==> src/rtl/icache_pkg.sv <==
// Shared I-cache constants, fill FSM states and address helpers.
// Imported by the fill controller, its line assembler and the cache array.
package icache_pkg;

  localparam int ADDR_W      = 16;
  localparam int WORD_W      = 16;
  localparam int WORDS       = 4;
  localparam int LINE_W      = WORDS * WORD_W;
  localparam int TAG_MSB     = 15;
  localparam int TAG_LSB     = 8;
  localparam int IDX_MSB     = 7;
  localparam int IDX_LSB     = 2;
  localparam int CNT_W       = $clog2(WORDS);
  localparam int TIMEOUT_CYC = 255;

  typedef enum logic [1:0] {
    IDLE,
    FILL,
    WRITE,
    RESUME
  } fill_state_t;

  function automatic logic [ADDR_W-1:0] line_base(
    input logic [ADDR_W-1:0] a
  );
    return {a[ADDR_W-1:CNT_W], {CNT_W{1'b0}}};
  endfunction

endpackage

==> src/rtl/icache_line_asm.sv <==
// Capture register that collects the words of one cache line.
// Cleared on reset and at the start of each fill.
import icache_pkg::*;

module icache_line_asm (
  input  logic              clk,
  input  logic              rst_n,
  input  logic              clr,
  input  logic              we,
  input  logic [CNT_W-1:0]  idx,
  input  logic [WORD_W-1:0] wdata,
  output logic [LINE_W-1:0] line
);

  logic [WORD_W-1:0] words_q [WORDS];

  always_ff @(posedge clk or negedge rst_n) begin
    if (!rst_n) begin
      for (int i = 0; i < WORDS; i++)
        words_q[i] <= '0;
    end else if (clr) begin
      for (int i = 0; i < WORDS; i++)
        words_q[i] <= '0;
    end else if (we) begin
      words_q[idx] <= wdata;
    end
  end

  always_comb begin
    line = '0;
    for (int i = 0; i < WORDS; i++)
      line[i*WORD_W +: WORD_W] = words_q[i];
  end

endmodule

==> src/rtl/icache_fill_ctrl.sv <==
// I-cache miss/refill controller: stalls fetch, reads the missing
// line word by word from instruction memory and writes it back.
import icache_pkg::*;

module icache_fill_ctrl #(
  parameter int TMO = TIMEOUT_CYC
) (
  input  logic              clk,
  input  logic              rst_n,
  input  logic              fetch_req,
  input  logic [ADDR_W-1:0] fetch_addr,
  input  logic              cache_hit,
  output logic              stall,
  output logic              cache_we,
  output logic [ADDR_W-1:0] cache_addr,
  output logic [LINE_W-1:0] cache_wr_line,
  output logic              mem_re,
  output logic [ADDR_W-1:0] mem_addr,
  input  logic [WORD_W-1:0] mem_rdata,
  input  logic              mem_rdy,
  output logic              fill_err
);

  localparam int TW = $clog2(TMO + 1);

  fill_state_t       state_q, state_d;
  logic [ADDR_W-1:0] base_q;
  logic [CNT_W-1:0]  cnt_q;
  logic [TW-1:0]     tmr_q;

  logic miss;
  logic latch;
  logic cap;
  logic cnt_inc;
  logic tmr_clr;
  logic tmr_inc;
  logic last_word;
  logic tmo_hit;

  assign miss      = fetch_req & ~cache_hit;
  assign last_word = (cnt_q == CNT_W'(WORDS - 1));
  assign tmo_hit   = (tmr_q == TW'(TMO - 1));

  always_comb begin
    state_d  = state_q;
    stall    = 1'b0;
    mem_re   = 1'b0;
    cache_we = 1'b0;
    fill_err = 1'b0;
    latch    = 1'b0;
    cap      = 1'b0;
    cnt_inc  = 1'b0;
    tmr_clr  = 1'b0;
    tmr_inc  = 1'b0;
    unique case (state_q)
      IDLE: begin
        if (miss) begin
          stall   = 1'b1;
          latch   = 1'b1;
          state_d = FILL;
        end
      end
      FILL: begin
        stall  = 1'b1;
        mem_re = 1'b1;
        if (mem_rdy) begin
          cap     = 1'b1;
          tmr_clr = 1'b1;
          if (last_word)
            state_d = WRITE;
          else
            cnt_inc = 1'b1;
        end else if (tmo_hit) begin
          // abort: partial line is dropped, no write
          fill_err = 1'b1;
          state_d  = IDLE;
        end else begin
          tmr_inc = 1'b1;
        end
      end
      WRITE: begin
        stall    = 1'b1;
        cache_we = 1'b1;
        state_d  = RESUME;
      end
      RESUME: begin
        stall   = 1'b1;
        state_d = IDLE;
      end
      default: state_d = IDLE;
    endcase
  end

  always_ff @(posedge clk or negedge rst_n) begin
    if (!rst_n) begin
      state_q <= IDLE;
      base_q  <= '0;
      cnt_q   <= '0;
      tmr_q   <= '0;
    end else begin
      state_q <= state_d;
      if (latch) begin
        base_q <= line_base(fetch_addr);
        cnt_q  <= '0;
        tmr_q  <= '0;
      end else begin
        if (cnt_inc)
          cnt_q <= cnt_q + 1'b1;
        if (tmr_clr)
          tmr_q <= '0;
        else if (tmr_inc)
          tmr_q <= tmr_q + 1'b1;
      end
    end
  end

  assign mem_addr   = (state_q == FILL)
                    ? {base_q[ADDR_W-1:CNT_W], cnt_q}
                    : '0;
  assign cache_addr = base_q;

  icache_line_asm u_line (
    .clk   (clk),
    .rst_n (rst_n),
    .clr   (latch),
    .we    (cap),
    .idx   (cnt_q),
    .wdata (mem_rdata),
    .line  (cache_wr_line)
  );

endmodule

==> config.mk <==
export PLATFORM = sky130hd
export DESIGN_NAME = icache_fill_ctrl
export DESIGN_NICKNAME = d
export VERILOG_FILES = /design/src/rtl/icache_pkg.sv /design/src/rtl/icache_line_asm.sv /design/src/rtl/icache_fill_ctrl.sv
export SDC_FILE = /design/constraint.sdc
export NUM_CORES = 1
export LEC_CHECK = 0
export CORE_UTILIZATION = 45
export DETAILED_ROUTE_END_ITERATION = 10
export PLACE_DENSITY = 0.8
export SETUP_SLACK_MARGIN = 0.4
export SLEW_MARGIN = 25
export SYNTH_ARGS = -nofsm -noshare
export SYNTH_HDL_FRONTEND = slang
export SYNTH_SLANG_ARGS = --single-unit
==> constraint.sdc <==
create_clock -name clk -period 2.05 [get_ports clk]
set_input_delay 0.3075 -clock clk [delete_from_list [all_inputs] [get_ports clk]]
set_output_delay 0.3075 -clock clk [all_outputs]
set_load 0.1 [all_outputs]
# Word level (Yosys, flattened, before mapping)
# Cells that the tools add are included.
[op_classes]
addsub = 2
multipliers = 0
div = 0
n_lt_le_gt_ge = 2
n_eq_ne = 8
shifts = 0
muxes = 32
bitwise = 3
reduce_logical = 7
[ops]
columns = ["op", "n"]
rows = [
  ["2-to-1 mux 64 bit", 2],
  ["bitwise mux 64 bit", 1],
  ["demux 16 bit (select 2 bit)", 1],
  ["2-to-1 mux 16 bit", 2],
  ["2-to-1 mux 8 bit", 3],
  ["2-to-1 mux 1 bit", 15],
  ["2-to-1 mux 2 bit", 6],
  ["adder 8 x 1 -> 8 bit (second input constant)", 1],
  ["== test 8 bit (second input constant)", 1],
  ["case mux 2 bit (4 select lines)", 1],
  ["== test 2 bit (second input constant)", 3],
  ["!= test 3 bit (second input constant)", 2],
  ["nonzero test 2 bit", 2],
  [">= comparator 3 bit (second input constant)", 1],
  ["< comparator 3 x 1 -> 1 bit (second input constant)", 1],
  ["NOT 2 -> 3 bit", 1],
  ["AND reduction 3 bit", 1],
  ["nonzero test 3 bit", 1],
  ["OR reduction 3 bit", 1],
  ["adder 2 x 1 -> 2 bit (second input constant)", 1],
  ["== test 2 x 1 -> 1 bit (second input constant)", 1],
  ["zero test 2 bit", 1],
  ["!= test 2 bit (second input constant)", 1],
  ["case mux 1 bit (2 select lines)", 1],
  ["other kinds (3)", 3],
]
[word_totals]
ff_bits = 90
latchBits = 0
ram_bits = 0
rom_bits = 0
input_bits = 37
out_inout_bits = 100
mem_count = 0

# Logic depth before layout (Yosys ltp)
[logic_depth]
depth_word = 8
ltp_mapped = 7

# Modules after synthesis
# Synthesis repeated with hierarchy kept, for this count alone.
[unflattened]
cells_unflattened = 381
area_unflattened_um2 = 4289.1
[modules_own_cells]
columns = ["mod", "instances", "cells_each", "area_each_um2", "seq_area_each_um2"]
rows = [
  ["icache_line_asm", 1, 228, 2872.8, 1601.5],
  ["icache_fill_ctrl", 1, 153, 1416.4, 650.6],
]

# Worst setup path before layout
# No wires, ideal clock.
[synth_path]
path_type = "register -> output"
startpoint = "register tmr_q[0]"
endpoint = "output port fill_err"
arrival_time_ns = 2.933
required_time_ns = 1.742
setup_slack_ns = -1.191
stages_incl_launch_ff = 5
path_cell_list = "dfrtp_1 inv_1 ha_1 nand3_1 nor3b_1"
[synth_between]
elab_chain_cells = 4
[synth_lines]
columns = ["item", "line", "rtl"]
rows = [
  ["start: declaration", "icache_fill_ctrl.sv:29", "logic [TW-1:0] tmr_q;"],
  ["start signal: assignment", "icache_fill_ctrl.sv:112", "tmr_q <= tmr_q + 1'b1;"],
  ["== test 8 bit", "icache_fill_ctrl.sv:42", "assign tmo_hit = (tmr_q == TW'(TMO - 1));"],
  ["2-to-1 mux 1 bit", "icache_fill_ctrl.sv:73", "end else if (tmo_hit) begin"],
  ["2-to-1 mux 1 bit", "icache_fill_ctrl.sv:66", "if (mem_rdy) begin"],
  ["2-to-1 mux 1 bit", "icache_fill_ctrl.sv:55", "unique case (state_q)"],
  ["end: declaration", "icache_fill_ctrl.sv:21", "output logic fill_err"],
]
# No other way between the ends.

==> results by group <==
Outcome
  – Status: finished clean

Yosys
  – Post-synth EDFFs: 0
  – Area contributors post-synth: dfrtp_1, nand2_1, a21oi_1
  – Post-synth cell types: 30
  – Seq/Total Area, Yosys: 0.577
  – Yosys reg bits: 90
  – Largest family of logic cells by synthesized area: simple AND/OR/NAND/NOR gates
  – Fraction of registers with async set/reset: 1.00
  – Compound-Gate Fraction of Synth Area: 0.102
  – Leading area contributor after synthesis: dfrtp_1
  – Area of the mapped netlist: 3900 µm²
  – Mux cell area share after synthesis: 0
  – Post-Synthesis Cells: 439
  – Post-synthesis simple-gate area fraction: 0.260
  – XOR/XNOR Fraction of Synth Area: 0.00449
  – Share of the synthesized area in the top cell type: 0.577
  – Syn_area_per_cell: 8.89 µm²
  – Synth Area in Adders: 0.0192
  – Top-count cell post-synth: nand2_1
  – Synth cell count leaders: nand2_1, dfrtp_1, a21oi_1
  – Most used DFF post-synth: dfrtp_1
  – Yosys warns: 0

Global routing
  – Initial antenna violation count: 0
  – First-pass GRT wire length: 16900 µm
  – GRT overflow: 0
  – All-Layer GR Usage: 0.246
  – Vias in the first global route: 3470
  – Largest net degree at the start of global routing: 77

Timing
  – Setup TNS: 0 ns
  – Fin crit share: 0.898
  – Tmin final: 1.84 ns
  – Setup violators final: 0
  – Setup Skew: 0.00938 ns
  – Fin. max-slew vios: 0
  – Final WS setup: 0.208 ns
  – RSZ-0062 raised after global routing: yes
  – Highest clock rate: 0.543 GHz
  – Hold Violations, Final: 0

Critical path
  – CP max stage delay: 0.47 ns
  – FF-to-FF setup slack: 0.42 ns
  – Worst Path Arrival: 1.53 ns
  – Most used cell, CP: nor3b_4
  – Critical path data required time: 1.74 ns
  – WP buf/inv: 1
  – CP Capture Type: output pin
  – Cell class contributing the biggest share of worst-path delay: simple AND/OR/NAND/NOR gates
  – Slowest CP cell: dfrtp_2
  – Crit path cell chain: nor3b_4 -> nor3b_4 -> buf_12
  – CP max FO: 5
  – Worst Setup Start Kind: flip-flop
  – WS Path Type: reg2out

Place
  – Final HPWL DP: 7470 µm
  – Port Buffers: 132
  – DP Area: 5500 µm²
  – Pre-CTS setup slack: 0.140 ns
  – GPL Wtd Cong: 0.805
  – Placed Cells: 670

Detailed routing
  – Iteration count of the initial detailed-routing pass: 4
  – Wirelength, routed: 10700 µm
  – Via count: 3635
  – Post-route antenna net violation count: 0
  – Drt wl/cell: 15.3 µm
  – Number of DRC markers in iteration 0: 193
  – Vias/cell: 5.21
  – DRC: 0

Die
  – Num rows: 33
  – Die Area: 9050 µm²
  – Num ports: 137
  – Initial Util: 0.470
  – Placeable Area: 8300 µm²
  – Die Wd: 95.1 µm
  – Die H: 95.1 µm

Clock tree
  – Num Clock Sinks: 90
  – CTS tree: done
  – H-tree levels: 3
  – Clock Latency Late Sink: 0.36 ns
  – Root Buffer: clkbuf_8
  – Reg clk slew, reported paths: 0.09 ns
  – Total CTS buffers: 9
  – Clock Tree Buf Depth: 2

Final layout
  – Antenna diodes: 0
  – Area grow syn2layout: 50.1%
  – Layout Cells excl Fill: 698
  – Nets@finish: 631
  – Share of cells above drive strength 1: 0.322
  – Post-route cell area: 5860 µm²

Min path
  – Class of the worst hold path: in2async

Flow run
  – Max Cap Violations: 0
worst reg2reg max path, stage by stage (launching register included):
cell and delay, ns:
dfrtp_2 0.47, nor2b_4 0.18, buf_6 0.12, buf_4 0.13
and3_4 0.21, buf_2 0.23, nand2_1 0.08, a21oi_1 0.13
what timing repair did:
item	4_1_cts	5_1_grt
cloned	0	1
hold endpoints to repair	14	0
gates resized for setup	7	12
pin swaps	2	3
setup endpoints to repair	22	43
buffers inserted	7	3
hold buffers	1	0
cell usage in the layout, fill, tap and decap left out, types with 2 or more instances in the layout:
| cell | netlist | layout |
|---|---|---|
| and3_1 | 5 | 3 |
| ha_1 | 6 | 5 |
| and2_4 | 0 | 10 |
| a21oi_1 | 66 | 63 |
| clkinv_2 | 0 | 2 |
| o31ai_1 | 2 | 2 |
| dfrtp_1 | 90 | 74 |
| nor2_1 | 4 | 4 |
| a21oi_2 | 0 | 3 |
| dfrtp_2 | 0 | 16 |
| buf_6 | 0 | 5 |
| clkbuf_8 | 0 | 10 |
| nand4_1 | 2 | 2 |
| and3_4 | 0 | 2 |
| buf_12 | 0 | 24 |
| and2_2 | 0 | 6 |
| nand3b_1 | 2 | 2 |
| inv_1 | 4 | 4 |
| clkdlybuf4s50_1 | 0 | 33 |
| buf_4 | 2 | 100 |
| or3_1 | 2 | 2 |
| o211ai_1 | 3 | 3 |
| o21ai_0 | 5 | 5 |
| nand2_1 | 178 | 178 |
| nand3_1 | 13 | 12 |
| nor3b_4 | 1 | 2 |
| conb_1 | 1 | 2 |
final cells by class:
class | instances | area [µm²]
inverters | 4 | 15.0
well taps | 105 | 131
flip-flops and latches | 90 | 2270
fillers | 655 | 2440
clock buffers | 10 | 138
multi-input cells | 319 | 1610
clock inverters | 6 | 65.1
repair buffers | 164 | 1630
registers in the layout (all words and copies together), names as in the netlist, named ones only:
register and count:
state_q 1, u_line.line 64, cache_addr 14, cnt_q 2
tmr_q 8
through the flow:
| step | hold WS [ns] | util |
|---|---|---|
| after floorplan | 0.0119 | - |
| final | 0.350 | 0.706 |
| after CTS | 0.347 | 0.697 |
| after global routing | 0.354 | 0.706 |
| after global placement | 0.182 | 0.663 |
| after detailed placement | 0.181 | 0.663 |
metal layers:
layer,global-route usage,vias up,share of wire
met5,0,-,0
met4,0.0896,0,0.021
met3,0.0542,18,0.071
met2,0.401,137,0.49
met1,0.321,1759,0.42
li1,-,1721,-
worst paths after layout:
check,start,endpoint,depth (start not counted)
hold / removal,rst_n,cache_addr[15]$_DFFE_PN0P_,2
min in group clk,fetch_addr[3],cache_addr[3]$_DFFE_PN0P_,3
setup reg to reg,flip-flop,u_line.line[51]$_DFFE_PN0P_,7
max in group asynchronous,rst_n,u_line.line[24]$_DFFE_PN0P_,3
setup / recovery,flip-flop,fill_err,3
hold reg to reg,cache_addr[12]$_DFFE_PN0P_,cache_addr[12]$_DFFE_PN0P_,2
logic make-up (layout without fill, tap and decap cells):
group / Yosys count / in the layout
AO/OA/AOI/OAI: 77 / 77
XOR/XNOR: 2 / 2
adder cells (fa/ha/maj): 6 / 6
buffers and inverters: 31 / 184
flip-flops: 90 / 90
other: 1 / 2
AND/OR/NAND/NOR: 232 / 232
Power is left out: the tool's default activity adds up to more than one toggle a clock period on the data nets, which glitch-free logic cannot reach.
